--- src/rtl/my_mem_req_ctrl.sv ---
`timescale 1ns/1ps
// my_mem_req_ctrl
//   Request front-end for the 4x10 chip-select memory array top. Takes one
//   read/write request at a time, decodes the global address
//   {bank[BW-1:0], local[AW-1:0]} into a one-hot top_csel plus a local address,
//   runs a fixed-length write pulse or a fixed-latency read, and returns a
//   response (read data or write ack, plus error flag).
// Ports
//   clk, rst                  clock (rising edge), asynchronous active-low reset
//   req_valid/req_ready       request handshake
//   req_we/req_addr/req_wdata request fields (1 = write)
//   rsp_valid/rsp_ready       response handshake
//   rsp_rdata/rsp_err         read data (0 for writes/errors), bad-bank flag
//   top_csel/mem_we           one-hot chip select, write strobe (registered)
//   w_addr/w_data/r_addr      array write address/data, read address (registered)
//   r_data                    array read data
module my_mem_req_ctrl #(
   parameter int unsigned NUM_CS = 40,
   parameter int unsigned AW     = 12,
   parameter int unsigned DW     = 32,
   parameter int unsigned BW     = 6,
   parameter int unsigned RD_LAT = 1,
   parameter int unsigned WR_CYC = 1
) (
   input  logic              clk,
   input  logic              rst,
   input  logic              req_valid,
   output logic              req_ready,
   input  logic              req_we,
   input  logic [BW+AW-1:0]  req_addr,
   input  logic [DW-1:0]     req_wdata,
   output logic              rsp_valid,
   input  logic              rsp_ready,
   output logic [DW-1:0]     rsp_rdata,
   output logic              rsp_err,
   output logic [NUM_CS-1:0] top_csel,
   output logic              mem_we,
   output logic [AW-1:0]     w_addr,
   output logic [DW-1:0]     w_data,
   output logic [AW-1:0]     r_addr,
   input  logic [DW-1:0]     r_data
);

   localparam int unsigned MAX_CYC = (RD_LAT > WR_CYC) ? RD_LAT : WR_CYC;
   localparam int unsigned CNT_W   = (MAX_CYC > 1) ? $clog2(MAX_CYC) : 1;
   localparam logic [CNT_W-1:0] RD_LOAD = CNT_W'(RD_LAT - 1);
   localparam logic [CNT_W-1:0] WR_LOAD = CNT_W'(WR_CYC - 1);
   // One extra bit so NUM_CS up to 2**BW compares correctly.
   localparam logic [BW:0] NUM_CS_EXT = (BW+1)'(NUM_CS);

   typedef enum logic [1:0] {IDLE, WRITE, READ, RESP} state_t;

   state_t            state_q, state_d;
   logic [CNT_W-1:0]  cnt_q, cnt_d;
   logic              req_ready_q, req_ready_d;
   logic              rsp_valid_q, rsp_valid_d;
   logic [DW-1:0]     rsp_rdata_q, rsp_rdata_d;
   logic              rsp_err_q, rsp_err_d;
   logic [NUM_CS-1:0] top_csel_q, top_csel_d;
   logic              mem_we_q, mem_we_d;
   logic [AW-1:0]     w_addr_q, w_addr_d;
   logic [DW-1:0]     w_data_q, w_data_d;
   logic [AW-1:0]     r_addr_q, r_addr_d;

   logic [BW-1:0]     bank;
   logic [AW-1:0]     loc;
   logic              bank_err;
   logic [NUM_CS-1:0] csel_dec;

   assign bank     = req_addr[BW+AW-1:AW];
   assign loc      = req_addr[AW-1:0];
   assign bank_err = ({1'b0, bank} >= NUM_CS_EXT);
   assign csel_dec = NUM_CS'(1) << bank;

   always_comb begin
      state_d     = state_q;
      cnt_d       = cnt_q;
      req_ready_d = req_ready_q;
      rsp_valid_d = rsp_valid_q;
      rsp_rdata_d = rsp_rdata_q;
      rsp_err_d   = rsp_err_q;
      top_csel_d  = top_csel_q;
      mem_we_d    = mem_we_q;
      w_addr_d    = w_addr_q;
      w_data_d    = w_data_q;
      r_addr_d    = r_addr_q;

      case (state_q)
         IDLE: begin
            // req_ready is a flop so it stays low through reset and rises
            // on the first edge after release.
            req_ready_d = 1'b1;
            if (req_valid && req_ready_q) begin
               req_ready_d = 1'b0;
               rsp_rdata_d = '0;
               rsp_err_d   = 1'b0;
               if (bank_err) begin
                  state_d     = RESP;
                  rsp_err_d   = 1'b1;
                  rsp_valid_d = 1'b1;
               end else if (req_we) begin
                  state_d    = WRITE;
                  cnt_d      = WR_LOAD;
                  top_csel_d = csel_dec;
                  mem_we_d   = 1'b1;
                  w_addr_d   = loc;
                  w_data_d   = req_wdata;
               end else begin
                  state_d    = READ;
                  cnt_d      = RD_LOAD;
                  top_csel_d = csel_dec;
                  r_addr_d   = loc;
               end
            end
         end
         WRITE: begin
            if (cnt_q == '0) begin
               state_d     = RESP;
               rsp_valid_d = 1'b1;
               top_csel_d  = '0;
               mem_we_d    = 1'b0;
               w_addr_d    = '0;
               w_data_d    = '0;
            end else begin
               cnt_d = cnt_q - CNT_W'(1);
            end
         end
         READ: begin
            // Sample r_data at the end of the last held cycle.
            if (cnt_q == '0) begin
               state_d     = RESP;
               rsp_valid_d = 1'b1;
               rsp_rdata_d = r_data;
               top_csel_d  = '0;
               r_addr_d    = '0;
            end else begin
               cnt_d = cnt_q - CNT_W'(1);
            end
         end
         RESP: begin
            if (rsp_ready) begin
               state_d     = IDLE;
               rsp_valid_d = 1'b0;
               req_ready_d = 1'b1;
            end
         end
         default: begin
            state_d     = IDLE;
            req_ready_d = 1'b0;
            rsp_valid_d = 1'b0;
            top_csel_d  = '0;
            mem_we_d    = 1'b0;
            w_addr_d    = '0;
            w_data_d    = '0;
            r_addr_d    = '0;
         end
      endcase
   end

   always_ff @(posedge clk or negedge rst) begin
      if (!rst) begin
         state_q     <= IDLE;
         cnt_q       <= '0;
         req_ready_q <= 1'b0;
         rsp_valid_q <= 1'b0;
         rsp_rdata_q <= '0;
         rsp_err_q   <= 1'b0;
         top_csel_q  <= '0;
         mem_we_q    <= 1'b0;
         w_addr_q    <= '0;
         w_data_q    <= '0;
         r_addr_q    <= '0;
      end else begin
         state_q     <= state_d;
         cnt_q       <= cnt_d;
         req_ready_q <= req_ready_d;
         rsp_valid_q <= rsp_valid_d;
         rsp_rdata_q <= rsp_rdata_d;
         rsp_err_q   <= rsp_err_d;
         top_csel_q  <= top_csel_d;
         mem_we_q    <= mem_we_d;
         w_addr_q    <= w_addr_d;
         w_data_q    <= w_data_d;
         r_addr_q    <= r_addr_d;
      end
   end

   assign req_ready = req_ready_q;
   assign rsp_valid = rsp_valid_q;
   assign rsp_rdata = rsp_rdata_q;
   assign rsp_err   = rsp_err_q;
   assign top_csel  = top_csel_q;
   assign mem_we    = mem_we_q;
   assign w_addr    = w_addr_q;
   assign w_data    = w_data_q;
   assign r_addr    = r_addr_q;

endmodule

--- config.mk ---
export PLATFORM = sky130hd
export DESIGN_NAME = my_mem_req_ctrl
export DESIGN_NICKNAME = d
export VERILOG_FILES = /design/src/rtl/my_mem_req_ctrl.sv
export SDC_FILE = /design/constraint.sdc
export NUM_CORES = 1
export LEC_CHECK = 0
export ABC_AREA = 1
export BUFFER_PORTS_ARGS = -buffer_cell sky130_fd_sc_hd__buf_2
export CORE_UTILIZATION = 45
export DETAILED_ROUTE_END_ITERATION = 12
export PLACE_DENSITY = 0.85
export SETUP_SLACK_MARGIN = 0.02
export SLEW_MARGIN = 20
export SYNTH_ARGS = -nofsm -noshare
export SYNTH_HDL_FRONTEND = slang
export SYNTH_SLANG_ARGS = --single-unit
--- constraint.sdc ---
create_clock -name clk -period 1.6 [get_ports clk]
set_input_delay 0.24 -clock clk [delete_from_list [all_inputs] [get_ports clk]]
set_output_delay 0.24 -clock clk [all_outputs]
set_load 0.01 [all_outputs]
# [Word-level counts from Yosys, hierarchy flattened]
# Index checks and enable logic that the tools add are counted.
[word_totals] regBits=135 latch_bits=0 mem_bits_rw=0 romBits=0 input_bits=87 output_inout_bits=132 n_memories=0
[classes] addsub=1 mul=0 div=0 n_lt_le_gt_ge=1 n_eq_ne=12 shift=1 n_mux=45 n_bitwise=0 n_reduce_logical=16
[op_table] op="32-bit two-way mux" n=6
[op_table] op="32-bit case mux with 2 select lines" n=2
[op_table] op="40-bit two-way mux" n=3
[op_table] op="12-bit two-way mux" n=7
[op_table] op="40-bit case mux with 2 select lines" n=1
[op_table] op="12-bit case mux with 2 select lines" n=2
[op_table] op="1-bit by 6-bit left shift with 40-bit output (first input constant)" n=1
[op_table] op="2-bit != test (second input constant)" n=9
[op_table] op="1-bit two-way mux" n=14
[op_table] op="2-bit two-way mux" n=5
[op_table] op="5-bit AND reduction" n=2
[op_table] op="3-bit AND reduction" n=3
[op_table] op="4-bit AND reduction" n=2
[op_table] op="2-bit nonzero test" n=4
[op_table] op="6-bit greater-or-equal comparator (second input constant)" n=1
[op_table] op="1-bit case mux with 2 select lines" n=3
[op_table] op="2-bit case mux with 3 select lines" n=1
[op_table] op="2-bit == test (second input constant)" n=2
[op_table] op="2-bit AND reduction" n=2
[op_table] op="1-bit case mux with 3 select lines" n=1
[op_table] op="2-bit by 1-bit == test with 1-bit output (second input constant)" n=1
[op_table] op="2-bit logical NOT" n=1
[op_table] op="2-bit OR reduction" n=1
[op_table] op="1-bit logical AND" n=1
[op_table] op="1-bit subtractor (second input constant)" n=1

# [Longest topological paths before layout]
[depth] depth_word=4 depth_mapped=10

# [Worst setup path after synthesis]
# No wires, ideal clock.
[synth_path] path_kind="register -> register" startpoint="register state_q[0]" endpoint="register top_csel_q[10], in the netlist top_csel[10]" t_arrival_ns=1.565 required_ns=1.534 slack_ns=-0.032 stages_incl_launch_ff=7 path_buffers=1 period_less_slack_ns=1.632 path_cell_list="dfrtp_1 > inv_1 > ha_1 > nor3_2 > clkbuf_1 > nand3_1 > nand2_1"
[synth_via] elab_chain_len=4 word_cells_on_any_way=10 classes_between="eq/ne: 5; mux: 1; reduce/logical: 4"
[synth_rtl] element="start, declared" line="53" source="state_t state_q, state_d;"
[synth_rtl] element="start signal, assigned" line="174" source="state_q <= state_d;"
[synth_rtl] element="2-bit == test or 2-bit by 1-bit == test with 1-bit output (tied branches)" line="88" source="case (state_q)"
[synth_rtl] element="2-bit OR reduction (no source line)"
[synth_rtl] element="2-bit != test (no source line) or 2-bit nonzero test (tied branches)"
[synth_rtl] element="4-bit AND reduction (no source line)"
[synth_rtl] element="end signal, assigned" line="180" source="top_csel_q <= top_csel_d;"
[synth_rtl] element="end, declared" line="59" source="logic [NUM_CS-1:0] top_csel_q, top_csel_d;"
# Several ways; a longest one is shown, not always the timed one.
# A chain may end at the register's enable or synchronous reset.

# [Worst setup path in the final report]
[layout_path] startpoint="register state_q[1]" endpoint="register w_data_q[0], in the netlist w_data[0]"
[layout_via] elab_chain_len=3 word_cells_on_any_way=9 classes_between="eq/ne: 5; mux: 1; reduce/logical: 3"
[layout_rtl] element="2-bit by 1-bit == test with 1-bit output or 2-bit logical NOT (tied branches)" line="88"
[layout_rtl] element="2-bit != test (no source line) or 2-bit nonzero test (tied branches)"
[layout_rtl] element="5-bit AND reduction (no source line)"
[layout_rtl] element="end signal, assigned" line="183" source="w_data_q <= w_data_d;"
[layout_rtl] element="end, declared" line="62" source="logic [DW-1:0] w_data_q, w_data_d;"
# Several ways; a longest one is shown, not always the timed one.

==> impl_metrics.csv <==
group,metric,value,unit
critical_path,start_kind,"register",
sta,slew_headroom,77.6,%
finish,multi_input_comb_area,0.00246,mm2
sta,setup_viol,0,
critical_path,crit_required,1940,ps
global_route,antenna_found_initial,1,
drt,routed_wl,17900,um
hold_path,hold_class,"input port to register",
finish,n_fill_cell,1116,
synth,ys_seq_area_share,54.1,%
sta,maxSlewViolCount,0,
cts,cts.htree.levels,4,
pwr,p_leak,5.02,nW
pwr,vdd_drop_max,1.12,mV
sta,hold_viol_final,0,
sta,rsz0062_at_grt,"true",
global_route,grt_usage,24.0,%
critical_path,worst-setup-path-type,"register to register",
floorplan,fp.dieW,119,um
synth,yosys_warnings,0,
sta,fin_crit_sh,98.1,%
cts,clk_path_buf_depth,2,
synth,syn_inst,771,
placement,dpl_worst_slack,52.5,ps
global_route,grt_pass1_wl,27000,um
sta,period_needed,1570,ps
drt,drc,0,
finish,drive_above_1_share,32.1,%
synth,synth_seq_cells,134,
drt,dr.pass1.iters,8,
critical_path,worstSetupEndpointType,"register",
critical_path,path_max_fanout,8,
drt,wl_per_cell,15.0,um
drt,vias_per_cell,5.25,
placement,hpwl,11600,um
drt,drt_iter0_markers,503,
finish,mostFrequentLayoutCell,"buf_2",
finish,seq_area,0.00335,mm2
finish,mostFrequentLayoutCells,"buf_2, nand3_1, nand2_1",
synth,synth.avg_cell_area,8.03,um2
sta,max_freq,637,MHz
pwr,power,16.9,mW
synth,synth_nets,863,
cts,cts_tree,"yes",
cts,cts.clk_slew.worst_paths,50,ps
placement,port_buffers,218,
drt,final_antenna_net_count,0,
critical_path,r2r_cells,9,
synth,ys_types,22,
sta,clock_skew,3.55,ps
floorplan,start_util,46.4,%
floorplan,core_area,0.0133,mm2
cts,clock-root-buffer,"clkbuf_16",
cts,cts.sinks,134,
outcome,status,"finished clean",
drt,vias,6243,
finish,nets,1093,
global_route,grt_pass1_vias,5504,
pwr,power_density,1990,mW/mm2
floorplan,rows,42,
finish,fin_util,63.7,%
synth,synth_area,0.00619,mm2
job,maxCapViolCount,0,
floorplan,dieArea,0.0142,mm2
finish,area_delta_synth_final,37.2,%
sta,worst_slew_pin_slew,335,ps
floorplan,die_y,119,um
cts,clock_latency,410,ps
cts,cts_buffers,17,
floorplan,ioPinCount,219,
sta,setup_slack,30.3,ps
hold_path,min_path_cells,3,
critical_path,arrival,1910,ps
global_route,grt_max_degree,45,
global_route,gr-total-overflow,0,
placement,place_congestion,0.850,
-- repair_timing --
action                                  4_1_cts  5_1_grt
resized for setup                             0       41
endpoints found under the setup margin        0      128
hold buffers                                  1        0
setup buffers                                 0        4
endpoints found under the hold margin        28        0
-- power breakdown --
group	switching [mW]	leakage, nW	internal [mW]
combinational	4.83	3.02	3.22
clock	1.34	0.270	2.28
sequential	0.654	1.73	4.58
-- Yosys cell counts --
library cell  count  area (um2)
nor2_1           85         319
dfrtp_1         134        3350
inv_1            61         229
nand3_4           1        17.5
nand4_1          14        87.6
nand3_1         203        1020
o21ai_4           1        16.3
nand2_2           3        18.8
buf_4             1        7.51
buf_6             4        45.0
a21oi_1           3        15.0
o21a_1            1        7.51
inv_2             1        3.75
nor2_4            1        11.3
ha_1              5        62.6
o21ai_0           2        10.0
buf_1             4        15.0
clkbuf_1         34         128
buf_2            10        50.1
nand2_4           1        11.3
nand2_1         200         751
nor3_2            2        20.0
-- layer usage --
layer  vias up  track usage [%]  share of wire, %
li1       2935                -                 -
met1      2931             30.9                41
met2       347             39.8                50
met3        30             5.41               7.5
met4         0             8.36               1.8
met5         -                0                 0
-- cell families (layout without fill, tap and decap cells) --
group	Yosys count	count (layout)	share of synthesized area, %
simple gates	510	510	36.4
other cells	0	1	0
compound gates	7	7	0.788
fa+ha+maj	5	5	1.01
flops	134	134	54.1
buf+inv	115	356	7.72
-- area by class of cell --
type | instances | area share, %
diodes | 1 | 0.0295
clock buffers | 26 | 5.88
clock inverters | 4 | 0.530
inverters | 62 | 2.80
multi-input cells | 522 | 29.0
flip-flops and latches | 134 | 39.5
well taps | 176 | 2.59
repair buffers | 264 | 19.7
-- path summary, 6_finish.rpt --
kind | slack (ps) | startpoint | endpoint
max in group asynchronous | 690 | rst | rsp_rdata[15]
worst min-delay path | 60 | r_data[27] | rsp_rdata[27]
worst min register to register | 480 | rsp_valid | rsp_valid
worst max-delay path | 30 | state_q[1] | w_data[0]
worst max register to register | 30 | state_q[1] | w_data[0]
min in group asynchronous | 320 | rst | top_csel[18]
-- critical path, stage by stage (launching register included) --
cell	delay, ps
dfrtp_1	380
inv_2	100
ha_4	160
inv_6	40
nor2_4	170
nand3_4	170
nand2_8	170
clkbuf_16	170
nand2_1	60
nand2_1	70
-- flip-flops by register name, indices dropped and copies added, names as in the netlist --
signal     flops
mem_we         1
r_addr        12
req_ready      1
rsp_err        1
rsp_rdata     32
rsp_valid      1
state_q        2
top_csel      40
w_addr        12
w_data        32
-- metrics by stage --
stage	std cells	setup TNS, ps	instance area [um2]	hold WS [ps]
floorplan	771	0	6210	-55.6
global placement	1148	0	7670	139
detailed placement	1148	0	7670	138
CTS	1179	0	8220	45.5
finish	1189	0	8500	64.9
global route	1188	-957	8490	61.0
Note: power is estimated with default switching activity, not from simulation.
